===== src/rtl/mem_bus_arbiter_pkg.sv =====
// Shared encodings for the memory bus arbiter: size codes (also used by the
// instruction decoder's memory-size field), FSM states and grant owners.
package mem_bus_arbiter_pkg;

  typedef enum logic [1:0] {
    SZ_NONE = 2'd0,
    SZ_BYTE = 2'd1,
    SZ_HALF = 2'd2,
    SZ_WORD = 2'd3
  } size_e;

  typedef enum logic [1:0] {
    ST_IDLE = 2'd0,
    ST_BUS  = 2'd1,
    ST_DONE = 2'd2
  } state_e;

  typedef enum logic {
    GNT_CPU = 1'b0,
    GNT_DBG = 1'b1
  } grant_e;

  function automatic logic is_legal_req(input logic [1:0] size, input logic [1:0] addr_lo);
    logic ok;
    case (size_e'(size))
      SZ_NONE: ok = 1'b0;
      SZ_BYTE: ok = 1'b1;
      SZ_HALF: ok = (addr_lo[0] == 1'b0);
      SZ_WORD: ok = (addr_lo == 2'b00);
      default: ok = 1'b0;
    endcase
    return ok;
  endfunction

endpackage


===== src/rtl/mem_bus_arbiter_if.sv =====
// One request/response channel. The same bundle serves the CPU, debug and
// memory sides; on the memory side ready carries mem_ack and err is unused.
interface mem_bus_arbiter_if;
  logic        req;
  logic        we;
  logic [1:0]  size;
  logic [31:0] addr;
  logic [31:0] wdata;
  logic [31:0] rdata;
  logic        ready;
  logic        err;

  modport master (output req, we, size, addr, wdata, input rdata, ready, err);
  modport slave  (input req, we, size, addr, wdata, output rdata, ready, err);
endinterface


===== src/rtl/mem_bus_arbiter_bus_timeout_counter.sv =====
// Wait-cycle counter with expiry compare for the BUS state; present only
// when ARB_TIMEOUT_EN is defined.
`ifdef ARB_TIMEOUT_EN
module bus_timeout_counter #(
  parameter int unsigned TIMEOUT_CYCLES = 255
) (
  input  logic clk,
  input  logic rst,
  input  logic run_i,
  input  logic ack_i,
  output logic expired_o
);
  localparam int unsigned CNT_W = $clog2(TIMEOUT_CYCLES + 1);

  logic [CNT_W-1:0] cnt_q;
  logic [CNT_W-1:0] cnt_d;

  // Count un-acked BUS cycles; outside BUS the counter sits at zero.
  always_comb begin
    cnt_d = {CNT_W{1'b0}};
    if (run_i && !ack_i) begin
      cnt_d = cnt_q + CNT_W'(1);
    end else begin
      cnt_d = {CNT_W{1'b0}};
    end
  end

  // Counter register.
  always_ff @(posedge clk) begin
    if (rst) begin
      cnt_q <= {CNT_W{1'b0}};
    end else begin
      cnt_q <= cnt_d;
    end
  end

  // Expires in the cycle whose count would reach TIMEOUT_CYCLES; an ack wins.
  assign expired_o = run_i && !ack_i && (cnt_q == CNT_W'(TIMEOUT_CYCLES - 1));
endmodule
`endif


===== src/rtl/mem_bus_arbiter.sv =====
// Round-robin arbiter sharing one memory port between CPU and debug ports.
// Optional ack timeout is enabled with the ARB_TIMEOUT_EN macro.
module mem_bus_arbiter
  import mem_bus_arbiter_pkg::*;
#(
  parameter int unsigned TIMEOUT_CYCLES = 255
) (
  input  logic              clk,
  input  logic              rst,
  mem_bus_arbiter_if.slave  cpu_bus,
  mem_bus_arbiter_if.slave  dbg_bus,
  mem_bus_arbiter_if.master mem_bus
);

  state_e      state_q, state_d;
  grant_e      last_gnt_q, last_gnt_d;
  grant_e      gnt_q, gnt_d;
  logic        mem_req_q, mem_req_d;
  logic        mem_we_q, mem_we_d;
  logic [1:0]  mem_size_q, mem_size_d;
  logic [31:0] mem_addr_q, mem_addr_d;
  logic [31:0] mem_wdata_q, mem_wdata_d;
  logic        cpu_ready_q, cpu_ready_d;
  logic        cpu_err_q, cpu_err_d;
  logic [31:0] cpu_rdata_q, cpu_rdata_d;
  logic        dbg_ready_q, dbg_ready_d;
  logic        dbg_err_q, dbg_err_d;
  logic [31:0] dbg_rdata_q, dbg_rdata_d;

  logic        win_dbg_s;
  logic        timeout_s;
  logic        done_s;
  logic        done_err_s;
  logic [31:0] done_rdata_s;
  logic        unused_s;

`ifdef ARB_TIMEOUT_EN
  bus_timeout_counter #(
    .TIMEOUT_CYCLES(TIMEOUT_CYCLES)
  ) u_timeout (
    .clk      (clk),
    .rst      (rst),
    .run_i    (state_q == ST_BUS),
    .ack_i    (mem_bus.ready),
    .expired_o(timeout_s)
  );
  assign unused_s = mem_bus.err;
`else
  assign timeout_s = 1'b0;
  assign unused_s  = ^{mem_bus.err, TIMEOUT_CYCLES[0]};
`endif

  // Debug wins when alone, or in contention when the CPU had the last grant.
  assign win_dbg_s = dbg_bus.req && (!cpu_bus.req || (last_gnt_q == GNT_CPU));

  // Next-state logic: grant/legality in IDLE, ack or timeout in BUS.
  always_comb begin
    state_d      = state_q;
    last_gnt_d   = last_gnt_q;
    gnt_d        = gnt_q;
    mem_req_d    = mem_req_q;
    mem_we_d     = mem_we_q;
    mem_size_d   = mem_size_q;
    mem_addr_d   = mem_addr_q;
    mem_wdata_d  = mem_wdata_q;
    cpu_ready_d  = 1'b0;
    cpu_err_d    = 1'b0;
    cpu_rdata_d  = cpu_rdata_q;
    dbg_ready_d  = 1'b0;
    dbg_err_d    = 1'b0;
    dbg_rdata_d  = dbg_rdata_q;
    done_s       = 1'b0;
    done_err_s   = 1'b0;
    done_rdata_s = 32'h0000_0000;

    case (state_q)
      ST_IDLE: begin
        if (cpu_bus.req || dbg_bus.req) begin
          gnt_d       = win_dbg_s ? GNT_DBG : GNT_CPU;
          last_gnt_d  = gnt_d;
          mem_we_d    = win_dbg_s ? dbg_bus.we    : cpu_bus.we;
          mem_size_d  = win_dbg_s ? dbg_bus.size  : cpu_bus.size;
          mem_addr_d  = win_dbg_s ? dbg_bus.addr  : cpu_bus.addr;
          mem_wdata_d = win_dbg_s ? dbg_bus.wdata : cpu_bus.wdata;
          if (is_legal_req(mem_size_d, mem_addr_d[1:0])) begin
            mem_req_d = 1'b1;
            state_d   = ST_BUS;
          end else begin
            done_s     = 1'b1;
            done_err_s = 1'b1;
            state_d    = ST_DONE;
          end
        end else begin
          state_d = ST_IDLE;
        end
      end
      ST_BUS: begin
        if (mem_bus.ready) begin
          mem_req_d    = 1'b0;
          done_s       = 1'b1;
          done_rdata_s = mem_we_q ? 32'h0000_0000 : mem_bus.rdata;
          state_d      = ST_DONE;
        end else if (timeout_s) begin
          mem_req_d  = 1'b0;
          done_s     = 1'b1;
          done_err_s = 1'b1;
          state_d    = ST_DONE;
        end else begin
          state_d = ST_BUS;
        end
      end
      ST_DONE: begin
        state_d = ST_IDLE;
      end
      default: begin
        mem_req_d = 1'b0;
        state_d   = ST_IDLE;
      end
    endcase

    if (done_s) begin
      if (gnt_d == GNT_DBG) begin
        dbg_ready_d = 1'b1;
        dbg_err_d   = done_err_s;
        dbg_rdata_d = done_rdata_s;
      end else begin
        cpu_ready_d = 1'b1;
        cpu_err_d   = done_err_s;
        cpu_rdata_d = done_rdata_s;
      end
    end else begin
      cpu_ready_d = 1'b0;
      dbg_ready_d = 1'b0;
    end
  end

  // State and output registers; reset drops any transaction in flight.
  always_ff @(posedge clk) begin
    if (rst) begin
      state_q     <= ST_IDLE;
      last_gnt_q  <= GNT_DBG;
      gnt_q       <= GNT_CPU;
      mem_req_q   <= 1'b0;
      mem_we_q    <= 1'b0;
      mem_size_q  <= 2'd0;
      mem_addr_q  <= 32'h0000_0000;
      mem_wdata_q <= 32'h0000_0000;
      cpu_ready_q <= 1'b0;
      cpu_err_q   <= 1'b0;
      cpu_rdata_q <= 32'h0000_0000;
      dbg_ready_q <= 1'b0;
      dbg_err_q   <= 1'b0;
      dbg_rdata_q <= 32'h0000_0000;
    end else begin
      state_q     <= state_d;
      last_gnt_q  <= last_gnt_d;
      gnt_q       <= gnt_d;
      mem_req_q   <= mem_req_d;
      mem_we_q    <= mem_we_d;
      mem_size_q  <= mem_size_d;
      mem_addr_q  <= mem_addr_d;
      mem_wdata_q <= mem_wdata_d;
      cpu_ready_q <= cpu_ready_d;
      cpu_err_q   <= cpu_err_d;
      cpu_rdata_q <= cpu_rdata_d;
      dbg_ready_q <= dbg_ready_d;
      dbg_err_q   <= dbg_err_d;
      dbg_rdata_q <= dbg_rdata_d;
    end
  end

  assign mem_bus.req   = mem_req_q;
  assign mem_bus.we    = mem_we_q;
  assign mem_bus.size  = mem_size_q;
  assign mem_bus.addr  = mem_addr_q;
  assign mem_bus.wdata = mem_wdata_q;
  assign cpu_bus.ready = cpu_ready_q;
  assign cpu_bus.err   = cpu_err_q;
  assign cpu_bus.rdata = cpu_rdata_q;
  assign dbg_bus.ready = dbg_ready_q;
  assign dbg_bus.err   = dbg_err_q;
  assign dbg_bus.rdata = dbg_rdata_q;

endmodule

===== src/flat_wrapper.sv =====
// flat-port wrapper written by rule: the top's interface ports become plain ports
module mem_bus_arbiter_flat import mem_bus_arbiter_pkg::*;
#(
  parameter int unsigned TIMEOUT_CYCLES = 255
)
  (clk, rst, cpu_bus_req, cpu_bus_we, cpu_bus_size, cpu_bus_addr, cpu_bus_wdata, cpu_bus_rdata, cpu_bus_ready, cpu_bus_err, dbg_bus_req, dbg_bus_we, dbg_bus_size, dbg_bus_addr, dbg_bus_wdata, dbg_bus_rdata, dbg_bus_ready, dbg_bus_err, mem_bus_req, mem_bus_we, mem_bus_size, mem_bus_addr, mem_bus_wdata, mem_bus_rdata, mem_bus_ready, mem_bus_err);
  mem_bus_arbiter_if cpu_bus_i ();
  mem_bus_arbiter_if dbg_bus_i ();
  mem_bus_arbiter_if mem_bus_i ();
  input  logic clk;
  input  logic rst;
  input wire logic [$bits(cpu_bus_i.req)-1:0] cpu_bus_req;
  input wire logic [$bits(cpu_bus_i.we)-1:0] cpu_bus_we;
  input wire logic [$bits(cpu_bus_i.size)-1:0] cpu_bus_size;
  input wire logic [$bits(cpu_bus_i.addr)-1:0] cpu_bus_addr;
  input wire logic [$bits(cpu_bus_i.wdata)-1:0] cpu_bus_wdata;
  output wire logic [$bits(cpu_bus_i.rdata)-1:0] cpu_bus_rdata;
  output wire logic [$bits(cpu_bus_i.ready)-1:0] cpu_bus_ready;
  output wire logic [$bits(cpu_bus_i.err)-1:0] cpu_bus_err;
  input wire logic [$bits(dbg_bus_i.req)-1:0] dbg_bus_req;
  input wire logic [$bits(dbg_bus_i.we)-1:0] dbg_bus_we;
  input wire logic [$bits(dbg_bus_i.size)-1:0] dbg_bus_size;
  input wire logic [$bits(dbg_bus_i.addr)-1:0] dbg_bus_addr;
  input wire logic [$bits(dbg_bus_i.wdata)-1:0] dbg_bus_wdata;
  output wire logic [$bits(dbg_bus_i.rdata)-1:0] dbg_bus_rdata;
  output wire logic [$bits(dbg_bus_i.ready)-1:0] dbg_bus_ready;
  output wire logic [$bits(dbg_bus_i.err)-1:0] dbg_bus_err;
  output wire logic [$bits(mem_bus_i.req)-1:0] mem_bus_req;
  output wire logic [$bits(mem_bus_i.we)-1:0] mem_bus_we;
  output wire logic [$bits(mem_bus_i.size)-1:0] mem_bus_size;
  output wire logic [$bits(mem_bus_i.addr)-1:0] mem_bus_addr;
  output wire logic [$bits(mem_bus_i.wdata)-1:0] mem_bus_wdata;
  input wire logic [$bits(mem_bus_i.rdata)-1:0] mem_bus_rdata;
  input wire logic [$bits(mem_bus_i.ready)-1:0] mem_bus_ready;
  input wire logic [$bits(mem_bus_i.err)-1:0] mem_bus_err;
  assign cpu_bus_i.req = cpu_bus_req;
  assign cpu_bus_i.we = cpu_bus_we;
  assign cpu_bus_i.size = cpu_bus_size;
  assign cpu_bus_i.addr = cpu_bus_addr;
  assign cpu_bus_i.wdata = cpu_bus_wdata;
  assign cpu_bus_rdata = cpu_bus_i.rdata;
  assign cpu_bus_ready = cpu_bus_i.ready;
  assign cpu_bus_err = cpu_bus_i.err;
  assign dbg_bus_i.req = dbg_bus_req;
  assign dbg_bus_i.we = dbg_bus_we;
  assign dbg_bus_i.size = dbg_bus_size;
  assign dbg_bus_i.addr = dbg_bus_addr;
  assign dbg_bus_i.wdata = dbg_bus_wdata;
  assign dbg_bus_rdata = dbg_bus_i.rdata;
  assign dbg_bus_ready = dbg_bus_i.ready;
  assign dbg_bus_err = dbg_bus_i.err;
  assign mem_bus_req = mem_bus_i.req;
  assign mem_bus_we = mem_bus_i.we;
  assign mem_bus_size = mem_bus_i.size;
  assign mem_bus_addr = mem_bus_i.addr;
  assign mem_bus_wdata = mem_bus_i.wdata;
  assign mem_bus_i.rdata = mem_bus_rdata;
  assign mem_bus_i.ready = mem_bus_ready;
  assign mem_bus_i.err = mem_bus_err;
  mem_bus_arbiter #(.TIMEOUT_CYCLES(TIMEOUT_CYCLES)) u_core (.clk(clk), .rst(rst), .cpu_bus(cpu_bus_i), .dbg_bus(dbg_bus_i), .mem_bus(mem_bus_i));
endmodule

===== config.mk =====
export PLATFORM = sky130hd
export DESIGN_NAME = mem_bus_arbiter_flat
export DESIGN_NICKNAME = d
export VERILOG_FILES = /design/src/rtl/mem_bus_arbiter_pkg.sv /design/src/rtl/mem_bus_arbiter_if.sv /design/src/rtl/mem_bus_arbiter_bus_timeout_counter.sv /design/src/rtl/mem_bus_arbiter.sv /design/src/flat_wrapper.sv
export SDC_FILE = /design/constraint.sdc
export NUM_CORES = 1
export LEC_CHECK = 0
export BUFFER_PORTS_ARGS = -buffer_cell sky130_fd_sc_hd__buf_2
export CAP_MARGIN = 20
export CORE_ASPECT_RATIO = 1.1
export CORE_MARGIN = 8
export CORE_UTILIZATION = 45
export CTS_BUF_LIST = sky130_fd_sc_hd__clkbuf_8 sky130_fd_sc_hd__clkbuf_16
export DETAILED_ROUTE_END_ITERATION = 12
export HOLD_SLACK_MARGIN = 0.12
export PLACE_DENSITY = 0.8
export REMOVE_ABC_BUFFERS = 1
export SLEW_MARGIN = 20
export SYNTH_ARGS = -nofsm -noshare
export SYNTH_HDL_FRONTEND = slang
export SYNTH_SLANG_ARGS = --single-unit
export TNS_END_PERCENT = 30

===== constraint.sdc =====
create_clock -name clk -period 1.9 [get_ports clk]
set_input_delay 0.095 -clock clk [delete_from_list [all_inputs] [get_ports clk]]
set_output_delay 0.095 -clock clk [all_outputs]
set_load 0.01 [all_outputs]

==> impl_metrics.sql <==
INSERT INTO impl_metrics (metric_group, metric, value, unit) VALUES
('clock_network', 'cts_buffers', '17', ''),
('floorplan', 'die_area', '16700', 'um^2'),
('logic_synthesis', 'synth_sequential_area_ratio', '0.485', ''),
('worst_setup_path', 'arrival_time_at_the_worst_endpoint', '2.07', 'ns'),
('pwr', 'share_clk_of_total_power', '0.363', ''),
('logic_synthesis', 'per_instance_average_area_after_synthesis', '8.27', 'um^2'),
('worst_setup_path', 'critical-path-top-delay-family', 'compound AO/OA/AOI/OAI gates', ''),
('detailed_routing', 'wire_per_inst', '21.6', 'um'),
('worst_setup_path', 'critical-path-slowest-cell', 'sky130_fd_sc_hd__dfxtp_1', ''),
('grt', 'antenna_violations_before_repair', '3', ''),
('floorplan', 'die_width', '124', 'um'),
('timing', 'worstMarginPinSlew', '0.476', 'ns'),
('layout', 'drive_above_1_share', '0.311', ''),
('detailed_routing', 'drc_errors', '0', ''),
('detailed_routing', 'route.antenna.remaining_nets', '0', ''),
('placed_design', 'dp_hpwl', '14600', 'um'),
('timing', 'fmaxAchievable', '0.560', 'GHz'),
('layout', 'fin_util', '0.773', ''),
('logic_synthesis', 'synth.lib_cells_used.distinct', '29', ''),
('timing', 'final.hold.worst_slack', '0.156', 'ns'),
('timing', 'skew', '0.00582', 'ns'),
('layout', 'nets', '1317', ''),
('clock_network', 'cts-root-to-sink-buffers', '2', ''),
('layout', 'n_fill_cell', '738', ''),
('detailed_routing', 'vias', '7630', ''),
('placed_design', 'port-buffer-count', '306', ''),
('pwr', 'power_density', '901', 'nW/um^2'),
('worst_setup_path', 'startpoint_type', 'flop', ''),
('logic_synthesis', 'netlist_instances', '699', ''),
('timing', 'finalSetupViolations', '0', ''),
('pwr', 'seqPwrFrac', '0.385', ''),
('timing', 'slew_headroom', '0.682', ''),
('worst_setup_path', 'required', '2.19', 'ns'),
('worst_setup_path', 'regToRegSetupSlack', '0.12', 'ns'),
('clock_network', 'clock_tree.htree_level_count', '4', ''),
('detailed_routing', 'detail_route.first_pass.iterations', '6', ''),
('worst_setup_path', 'endpoint_kind', 'flop', ''),
('pwr', 'irDropWorstVdd', '653', 'uV'),
('timing', 'rsz_0062_raised_after_global_routing', 'no', ''),
('detailed_routing', 'drt-vias-per-instance', '5.80', ''),
('clock_network', 'worst_skew_pair.late_latency', '0.42', 'ns'),
('timing', 'layout_worst_path_cycle_share', '0.939', ''),
('worst_setup_path', 'largest_fanout_on_the_critical_path', '22', ''),
('clock_network', 'clock-root-buffer', 'sky130_fd_sc_hd__clkbuf_16', ''),
('hold_path', 'worstHoldPathType', 'primary input to flop', ''),
('run', 'max_cap_viol_count', '0', ''),
('floorplan', 'io-pin-count', '308', ''),
('grt', 'grt_pass1_vias', '7615', ''),
('clock_network', 'cts.repair_timing.setup_buffer_count', '0', ''),
('worst_setup_path', 'reg2regPathDepth', '5', ''),
('grt', 'grt_max_degree', '85', ''),
('pwr', 'power_switching_share', '0.305', ''),
('pwr', 'power.switching', '2.67', 'mW'),
('pwr', 'power.combinational.fraction', '0.252', ''),
('timing', 'max_slew_violation_count', '0', ''),
('placed_design', 'place_congestion', '0.820', ''),
('layout', 'area.growth.synth_to_final', '68.3', '%'),
('detailed_routing', 'totalWireLength', '28400', 'um'),
('grt', 'groute.usage.overall', '0.323', ''),
('worst_setup_path', 'slowest_delay', '0.36', 'ns'),
('clock_network', 'cts_num_sinks', '140', ''),
('worst_setup_path', 'path_buf_inv', '1', ''),
('clock_network', 'clk_transition_reported_paths', '0.06', 'ns'),
('floorplan', 'core', '12600', 'um^2'),
('logic_synthesis', 'netlist_area', '5780', 'um^2'),
('grt', 'gr-total-overflow', '0', ''),
('grt', 'grt_first_pass_wirelength', '42000', 'um'),
('worst_setup_path', 'crit_path_start', 'u_core.state_q[0]$_SDFF_PP0_', ''),
('floorplan', 'floorplan.initialDensity', '0.459', ''),
('layout', 'sequential_cell_area', '2800', 'um^2'),
('status', 'outcome', 'finished, final reports clean', '');
==> synthesized netlist by cell type, drive strengths merged <==
cell type  count  share of area
nand2b        64          0.069
clkbuf        30          0.019
a21boi         1         0.0019
o21a           1         0.0015
o21ai         66          0.058
o2bb2ai        1         0.0048
a211oi         2         0.0035
a21bo          1         0.0017
nor2          72          0.047
a2bb2oi        1         0.0045
or2            1         0.0011
dfxtp        140           0.48
nand3         64          0.055
nand2        134          0.087
and2           2         0.0022
nor3           7         0.0069
a21oi          6         0.0091
a311oi        67           0.10
nor2b          3         0.0032
nor4           1         0.0011
nand3b         1         0.0035
buf           33          0.032
a31oi          1         0.0011
==> layout make-up <==
| type | count | area share |
|---|---|---|
| antenna | 3 | 0.000771 |
| clock buffer | 19 | 0.0465 |
| clock inverter | 11 | 0.0109 |
| multi-input combinational | 496 | 0.278 |
| sequential | 140 | 0.288 |
| tap | 157 | 0.0202 |
| timing repair buffer | 490 | 0.356 |
==> power by group through the flow <==
| stage | registers (mW) | clock network, mW | logic [mW] |
|---|---|---|---|
| finish | 3.37 | 3.18 | 2.21 |
| global placement | 3.38 | 0 | 1.70 |
| floorplan | 3.51 | 0 | 0.738 |
| CTS | 3.33 | 3.19 | 1.99 |
| global route | 3.39 | 3.31 | 2.32 |
| detailed placement | 3.39 | 0 | 1.71 |
==> cells in the final DEF, fill, tap and decap left out, drive strengths merged, types with 2 or more instances in the layout <==
| cell type | n |
|---|---|
| clkinv | 4 |
| nand3 | 64 |
| nor2 | 72 |
| and2 | 2 |
| nor3 | 7 |
| buf | 321 |
| bufinv | 2 |
| a211oi | 2 |
| nand2 | 134 |
| a311oi | 67 |
| dlygate4sd3 | 168 |
| clkbuf | 20 |
| nor2b | 3 |
| a21oi | 6 |
| o21ai | 66 |
| inv | 4 |
| dfxtp | 140 |
| nand2b | 64 |
| diode | 3 |
==> repair_timing <==
action	in CTS	in global routing
endpoints found under the hold margin	133	0
hold buffers	168	0
setup endpoints to repair	0	7
resized for setup	0	2
==> layer usage <==
layer / up-vias / track usage / wire, um
met5: - / 0 / 8
met4: 2 / 0.227 / 2040
met3: 177 / 0.114 / 3740
met2: 714 / 0.511 / 12800
met1: 3415 / 0.351 / 9790
li1: 3322 / - / -
==> through the flow <==
| step | cells | worst slack (ns) | total power, mW | instance area, um^2 | setup TNS, ns |
|---|---|---|---|---|---|
| 2_1_floorplan | 636 | -1.37 | 4.25 | 5480 | -111.34 |
| 3_3_place_gp | 1114 | 0.300 | 5.08 | 7450 | 0 |
| 3_5_place_dp | 1114 | 0.221 | 5.11 | 7450 | 0 |
| 4_1_cts | 1312 | 0.174 | 8.51 | 9690 | 0 |
| 5_1_grt | 1315 | 0.0396 | 9.02 | 9730 | 0 |
| 6_report | 1316 | 0.115 | 8.77 | 9730 | 0 |
==> state kept, by name (all words and copies together), names as in the netlist <==
| signal | flops |
|---|---|
| u_core.cpu_bus.err | 1 |
| u_core.cpu_bus.rdata | 32 |
| u_core.cpu_bus.ready | 1 |
| u_core.dbg_bus.err | 1 |
| u_core.dbg_bus.rdata | 32 |
| u_core.dbg_bus.ready | 1 |
| u_core.gnt_q | 1 |
| u_core.last_gnt_q | 1 |
| u_core.mem_bus.addr | 32 |
| u_core.mem_bus.req | 1 |
| u_core.mem_bus.size | 2 |
| u_core.mem_bus.wdata | 32 |
| u_core.mem_bus.we | 1 |
| u_core.state_q | 2 |
==> cells by family after synthesis <==
| logic type | count (synthesis) | synth area share |
|---|---|---|
| AND/OR/NAND/NOR | 349 | 0.276 |
| AO/OA/AOI/OAI | 147 | 0.187 |
| flip-flops | 140 | 0.485 |
| buffers and inverters | 63 | 0.0515 |
==> worst min-delay path by stage <==
stage | slack (ns) | startpoint | to | cells after the start
2_1_floorplan | 0.17 | rst | u_core.mem_bus.addr[0]$_SDFFE_PP0P_ | 1
3_3_place_gp | 0.32 | mem_bus_rdata[9] | u_core.cpu_bus.rdata[9]$_SDFFE_PP0P_ | 3
3_5_place_dp | 0.34 | mem_bus_rdata[31] | u_core.dbg_bus.rdata[31]$_SDFFE_PP0P_ | 3
4_1_cts | 0.12 | rst | u_core.state_q[1]$_SDFF_PP0_ | 2
5_1_grt | 0.16 | rst | u_core.state_q[1]$_SDFF_PP0_ | 2
6_report | 0.16 | rst | u_core.state_q[1]$_SDFF_PP0_ | 2
==> worst register-to-register path, delay by kind of cell (launching register included) <==
kind / cells / cell delay, ns
compound gates: 2 / 0.65
simple gates: 2 / 0.34
flops: 1 / 0.36
buf+inv: 1 / 0.30
No activity file was read; power rests on OpenSTA's default activity.
